<file path="config.mk">
export PLATFORM = sky130hd
export DESIGN_NAME = req_encoder_8to3_flat
export DESIGN_NICKNAME = d
export VERILOG_FILES = /design/src/rtl/req_encoder_8to3_if.sv /design/src/rtl/req_encoder_8to3.sv /design/src/flat_wrapper.sv
export SDC_FILE = /design/constraint.sdc
export NUM_CORES = 1
export LEC_CHECK = 0
export ABC_AREA = 1
export CORE_UTILIZATION = 41
export CTS_CLUSTER_DIAMETER = 120
export DETAILED_ROUTE_END_ITERATION = 10
export PLACE_DENSITY = 0.81
export SLEW_MARGIN = 20
export SYNTH_ARGS = -nofsm -noshare
export SYNTH_HDL_FRONTEND = slang
export SYNTH_SLANG_ARGS = --single-unit
export TNS_END_PERCENT = 100
</file>
<file path="constraint.sdc">
create_clock -name clk -period 1.7 [get_ports clk]
set_input_delay 0.17 -clock clk [delete_from_list [all_inputs] [get_ports clk]]
set_output_delay 0.17 -clock clk [all_outputs]
set_load 0.01 [all_outputs]
</file>
<file path="src/rtl/req_encoder_8to3_if.sv">
// ---------------------------------------------------------------------------
// req_encoder_8to3_if
//   Bundles the request/clear inputs, the valid/ready code handshake and the
//   status outputs of req_encoder_8to3.
//   master : encoder side. It samples req/clr/ready and drives y/valid/pend/ovf/busy.
//   slave  : source/consumer side. It drives req/clr/ready and observes the rest.
//   Signals:
//     req   [7:0]  request lines, 1 = set pending bit
//     clr   [7:0]  per-bit clear of pending flags
//     ready        consumer accepts y this cycle when valid=1
//     y     [2:0]  encoded index of the presented request
//     valid        y holds a valid index
//     pend  [7:0]  current pending flags
//     ovf          sticky overflow: a request hit an already-pending bit
//     busy         |pend | valid
// ---------------------------------------------------------------------------
interface req_encoder_8to3_if;
   logic [7:0] req;
   logic [7:0] clr;
   logic       ready;
   logic [2:0] y;
   logic       valid;
   logic [7:0] pend;
   logic       ovf;
   logic       busy;

   modport master (
      input  req, clr, ready,
      output y, valid, pend, ovf, busy
   );

   modport slave (
      output req, clr, ready,
      input  y, valid, pend, ovf, busy
   );
endinterface

</file>
<file path="src/rtl/req_encoder_8to3.sv">
// ---------------------------------------------------------------------------
// req_encoder_8to3
//   Captures up to 8 request lines into sticky pending flags and presents the
//   highest-priority pending index as a 3-bit code on a valid/ready handshake.
//   Ports:
//     clk        single clock, rising edge
//     rst        synchronous active-high reset
//     bus        req_encoder_8to3_if.master (req/clr/ready in; y/valid/pend/ovf/busy out)
//   Parameter:
//     LSB_FIRST  0 = bit 7 has highest priority, 1 = bit 0 has highest priority
// ---------------------------------------------------------------------------
module req_encoder_8to3 #(
   parameter bit LSB_FIRST = 1'b0
) (
   input  logic                      clk,
   input  logic                      rst,
   req_encoder_8to3_if.master        bus
);

   localparam logic [0:0] ST_IDLE = 1'b0;
   localparam logic [0:0] ST_HOLD = 1'b1;

   logic [0:0] state_q, state_d;
   logic [2:0] y_q, y_d;
   logic [7:0] pend_q, pend_d;
   logic       ovf_q, ovf_d;

   logic       valid;
   logic [7:0] acc;     // one-hot: presented code is being accepted
   logic [7:0] hit;     // request landed on a flag that is staying pending
   logic [7:0] avail;   // pending flags still eligible for presentation
   logic [2:0] sel;

   // valid is a direct decode of the state flop, so it is registered.
   assign valid = (state_q == ST_HOLD);

   genvar gi;
   generate
      for (gi = 0; gi < 8; gi++) begin : g_bit
         assign acc[gi]    = valid & bus.ready & (y_q == 3'(gi));
         // req wins over clr and acceptance so a new event is never lost.
         assign pend_d[gi] = bus.req[gi] | (pend_q[gi] & ~bus.clr[gi] & ~acc[gi]);
         assign hit[gi]    = bus.req[gi] & pend_q[gi] & ~acc[gi] & ~bus.clr[gi];
      end
   endgenerate

   // Selection works from the registered flags only; same-cycle requests are
   // presented at the earliest one cycle later.
   assign avail = pend_q & ~acc;
   assign ovf_d = ovf_q | (|hit);

   always_comb begin
      sel = 3'd0;
      for (int i = 0; i < 8; i++) begin
         // Later iterations override earlier ones, so the last set bit visited wins.
         if (LSB_FIRST) begin
            if (avail[7 - i]) sel = 3'(7 - i);
         end else begin
            if (avail[i]) sel = 3'(i);
         end
      end
   end

   always_comb begin
      state_d = state_q;
      y_d     = y_q;
      case (state_q)
         ST_IDLE: begin
            if (|pend_q) begin
               y_d     = sel;
               state_d = ST_HOLD;
            end
         end
         ST_HOLD: begin
            // y is frozen until accepted; a clr of the presented bit does not
            // withdraw it.
            if (bus.ready) begin
               if (|avail) begin
                  y_d = sel;
               end else begin
                  state_d = ST_IDLE;
               end
            end
         end
         default: begin
            state_d = ST_IDLE;
         end
      endcase
   end

   always_ff @(posedge clk) begin
      if (rst) begin
         state_q <= ST_IDLE;
         y_q     <= 3'd0;
         pend_q  <= 8'd0;
         ovf_q   <= 1'b0;
      end else begin
         state_q <= state_d;
         y_q     <= y_d;
         pend_q  <= pend_d;
         ovf_q   <= ovf_d;
      end
   end

   assign bus.y     = y_q;
   assign bus.valid = valid;
   assign bus.pend  = pend_q;
   assign bus.ovf   = ovf_q;
   assign bus.busy  = (|pend_q) | valid;

endmodule
</file>
<file path="src/flat_wrapper.sv">
// flat-port wrapper written by rule: the top's interface ports become plain ports
module req_encoder_8to3_flat 
#(
   parameter bit LSB_FIRST = 1'b0
)
  (clk, rst, bus_req, bus_clr, bus_ready, bus_y, bus_valid, bus_pend, bus_ovf, bus_busy);
  req_encoder_8to3_if bus_i ();
  input  logic clk;
  input  logic rst;
  input wire logic [$bits(bus_i.req)-1:0] bus_req;
  input wire logic [$bits(bus_i.clr)-1:0] bus_clr;
  input wire logic [$bits(bus_i.ready)-1:0] bus_ready;
  output wire logic [$bits(bus_i.y)-1:0] bus_y;
  output wire logic [$bits(bus_i.valid)-1:0] bus_valid;
  output wire logic [$bits(bus_i.pend)-1:0] bus_pend;
  output wire logic [$bits(bus_i.ovf)-1:0] bus_ovf;
  output wire logic [$bits(bus_i.busy)-1:0] bus_busy;
  assign bus_i.req = bus_req;
  assign bus_i.clr = bus_clr;
  assign bus_i.ready = bus_ready;
  assign bus_y = bus_i.y;
  assign bus_valid = bus_i.valid;
  assign bus_pend = bus_i.pend;
  assign bus_ovf = bus_i.ovf;
  assign bus_busy = bus_i.busy;
  req_encoder_8to3 #(.LSB_FIRST(LSB_FIRST)) u_core (.clk(clk), .rst(rst), .bus(bus_i));
endmodule
</file>
==> summary.txt <==
hold buffers post-CTS - 0
Die Y-Extent - 45.0 microns
Pleak - 0.547 nW
pre-CTS setup slack - -72.5 ps
Power Dens Cells - 685 mW/mm^2
design area - 0.00119 sq mm
diodes inserted - 0
clk_lat worst skew - 270 ps
hold depth - 3
Tmin final - 1540 ps
Seq/Total Area, Yosys - 34.3%
Seq. cell area - 260 sq um
Max Cap Viol - 0
share of layout cells above drive strength 1 - 17.4%
residual DRC count - 0
largest area contributor in the netlist - dfxtp_1
FMAX - 648 MHz
I/O pin total - 33
async set-or-reset flop fraction in the synthesized netlist - 0%
Post-Synth Adder-Cell Area - 0%
Synth Cell Area - 758 sq um
crit-path cells - nor4_2 -> nand3_1 -> dlygate4sd2_1
M3 GR Usage - 4.00%
GR peak layer - met2
multiplexer share of the synthesized area - 0%
final worst path period share - 90.8%
most instantiated library cell after synthesis - nand2_1
Post-synth EDFFs - 0
Layout fillers - 151
outcome - complete, no violations
setup TNS - 0 ps
first-pass GRT wire length - 3020 microns
clk sinks - 13
largest net degree at the start of global routing - 8
Hold Path Class - in -> reg
CTS tree - built
postcts setup bufs - 0
Final WS setup - 156 ps
total power draw - 814 uW
final design utilization - 68.8%
Worst Reg2Reg Path Length in Cells - 9
Routed Antenna Nets - 0
gr usage total - 20.7%
H-tree depth - 1
RSZ-0062 raised after global routing - no
post-route insts no fill - 186
R2R Setup Slk - 200 ps
M2 GR Usage - 37.1%
Post-Place Cell Area - 0.00115 sq mm
Layout Skew - 2.84 ps
Yosys warnings - 0
Critical Setup Path Class - reg -> out
Most used DFF post-synth - dfxtp_1
CTS Buf Count - 3
Slowest cell on crit path - dfxtp_1
drt wl/cell - 10.3 microns
Buffers on Ports - 32
largest family of logic cells by synthesized area - simple AND/OR/NAND/NOR gates
DRT iter0 DRCs - 12
core box area - 0.00173 sq mm
post-synthesis simple-gate area fraction - 45.0%
Global Route met1 Usage - 24.3%
Synth Area in Compound Gates - 11.2%
Area Overhead vs Synth - 56.8%
grt ovf - 0
Yosys reg bits - 13
Synth Instances - 120
top cells by count, synth - nand2_1, nor2_1, inv_1
number of vias per cell - 4.77
Clock transition at path regs - 80 ps
ranking of synthesized cells by area - dfxtp_1, nand2_1, nor2_1
Syn Nets - 139
clk root buf - clkbuf_4
die area - 0.00203 sq mm
Cell variety after synth - 22
chip width - 45.0 microns
Initial Utilization - 43.9%
hpwl dp - 1540 microns
Final Setup Violations - 0
total number of vias - 888
Final Wtd Congestion - 0.931
XOR/XNOR share of the synthesized area - 0%
vias in the first global route - 731
initial antenna violation count - 0
Min Hold Slack - 467 ps
CTS Buffer Depth - 2
Final Slew Violations - 0
Syn Area/Cell - 6.32 sq um
Worst Max-Slew Pin Slew - 236 ps
Max-Slew Margin vs Limit - 84.1%
WP data required - 1530 ps
post-layout net count - 181
multi-input logic area - 439 sq um
CP Capture Type - primary output
worst vdd ir - 0.000420 V
Synth top area share - 34.3%
critical-path maximum fanout - 4
FP Rows - 15
Worst setup SP type - flop
Post-Route WL - 1910 microns
Final Hold Vio Count - 0
placed cell count - 182
Arr. time, crit path - 1370 ps
CP max stage delay - 360 ps
drt first pass iters - 4
-- final timing paths --
path / start / end
worst max-delay path: u_core.bus.pend[6]$_SDFF_PP0_ / bus_busy
worst min-delay path: bus_req[7] / u_core.bus.pend[7]$_SDFF_PP0_
worst max register to register: u_core.bus.y[2]$_SDFFE_PP0P_ / u_core.bus.y[2]$_SDFFE_PP0P_
worst min register to register: u_core.bus.ovf$_SDFF_PP0_ / u_core.bus.ovf$_SDFF_PP0_
-- registers in the layout, indices dropped and copies added (netlist names) --
signal	flops
u_core.bus.valid	1
u_core.bus.ovf	1
u_core.bus.pend	8
u_core.bus.y	3
-- cells by family after synthesis --
group,count (synthesis)
AND/OR/NAND/NOR,75
AO/OA/AOI/OAI,13
flip-flops,13
buffers and inverters,19
-- placed cells by master (no fill, tap or decap) --
master | Yosys | routed
nor3b_1 | 1 | 1
nand2_2 | 7 | 7
nor4_2 | 0 | 2
nor3_1 | 2 | 2
inv_2 | 2 | 2
dlygate4sd2_1 | 0 | 1
o21ai_2 | 2 | 2
buf_4 | 0 | 6
a21boi_0 | 1 | 1
clkbuf_1 | 1 | 1
nor2_1 | 25 | 25
o211ai_1 | 1 | 1
or2_2 | 1 | 1
o21bai_2 | 1 | 1
nand2_1 | 27 | 27
dfxtp_1 | 13 | 13
inv_1 | 16 | 16
clkbuf_4 | 0 | 3
nand3_1 | 5 | 5
nor2_4 | 1 | 1
a21oi_1 | 7 | 7
clkdlybuf4s50_1 | 0 | 31
nor2_2 | 2 | 2
a31oi_1 | 1 | 1
nand3_2 | 1 | 1
nand3b_1 | 1 | 1
-- critical path, delay by kind of cell, from the launching register on --
kind | cells | cell delay, ps
simple gates | 2 | 430
buf+inv | 1 | 310
flops | 1 | 360
-- final cells by class --
class,count,share of cell area [%]
multi-input combinational,88,36.9
sequential,13,21.9
tap,25,2.63
inverter,18,5.68
clock buffer,4,2.21
timing repair buffer,38,30.6
-- report_power, final --
group          switching, mW  internal, mW
Sequential            0.0308         0.330
Combinational          0.121         0.141
Clock                  0.100        0.0909
Total                  0.252         0.562
-- what timing repair did --
action	CTS	global route
endpoints found under the hold margin	0	0
endpoints found under the setup margin	1	0
gates resized for setup	3	0
-- routing by layer --
metal  vias to the layer above  share of wire (%)
met3                         5                4.4
met2                        28                 50
li1                        459                  -
met1                       396                 44
met4                         0                1.3
met5                         -                  0
No activity file was read; power rests on OpenSTA's default activity.
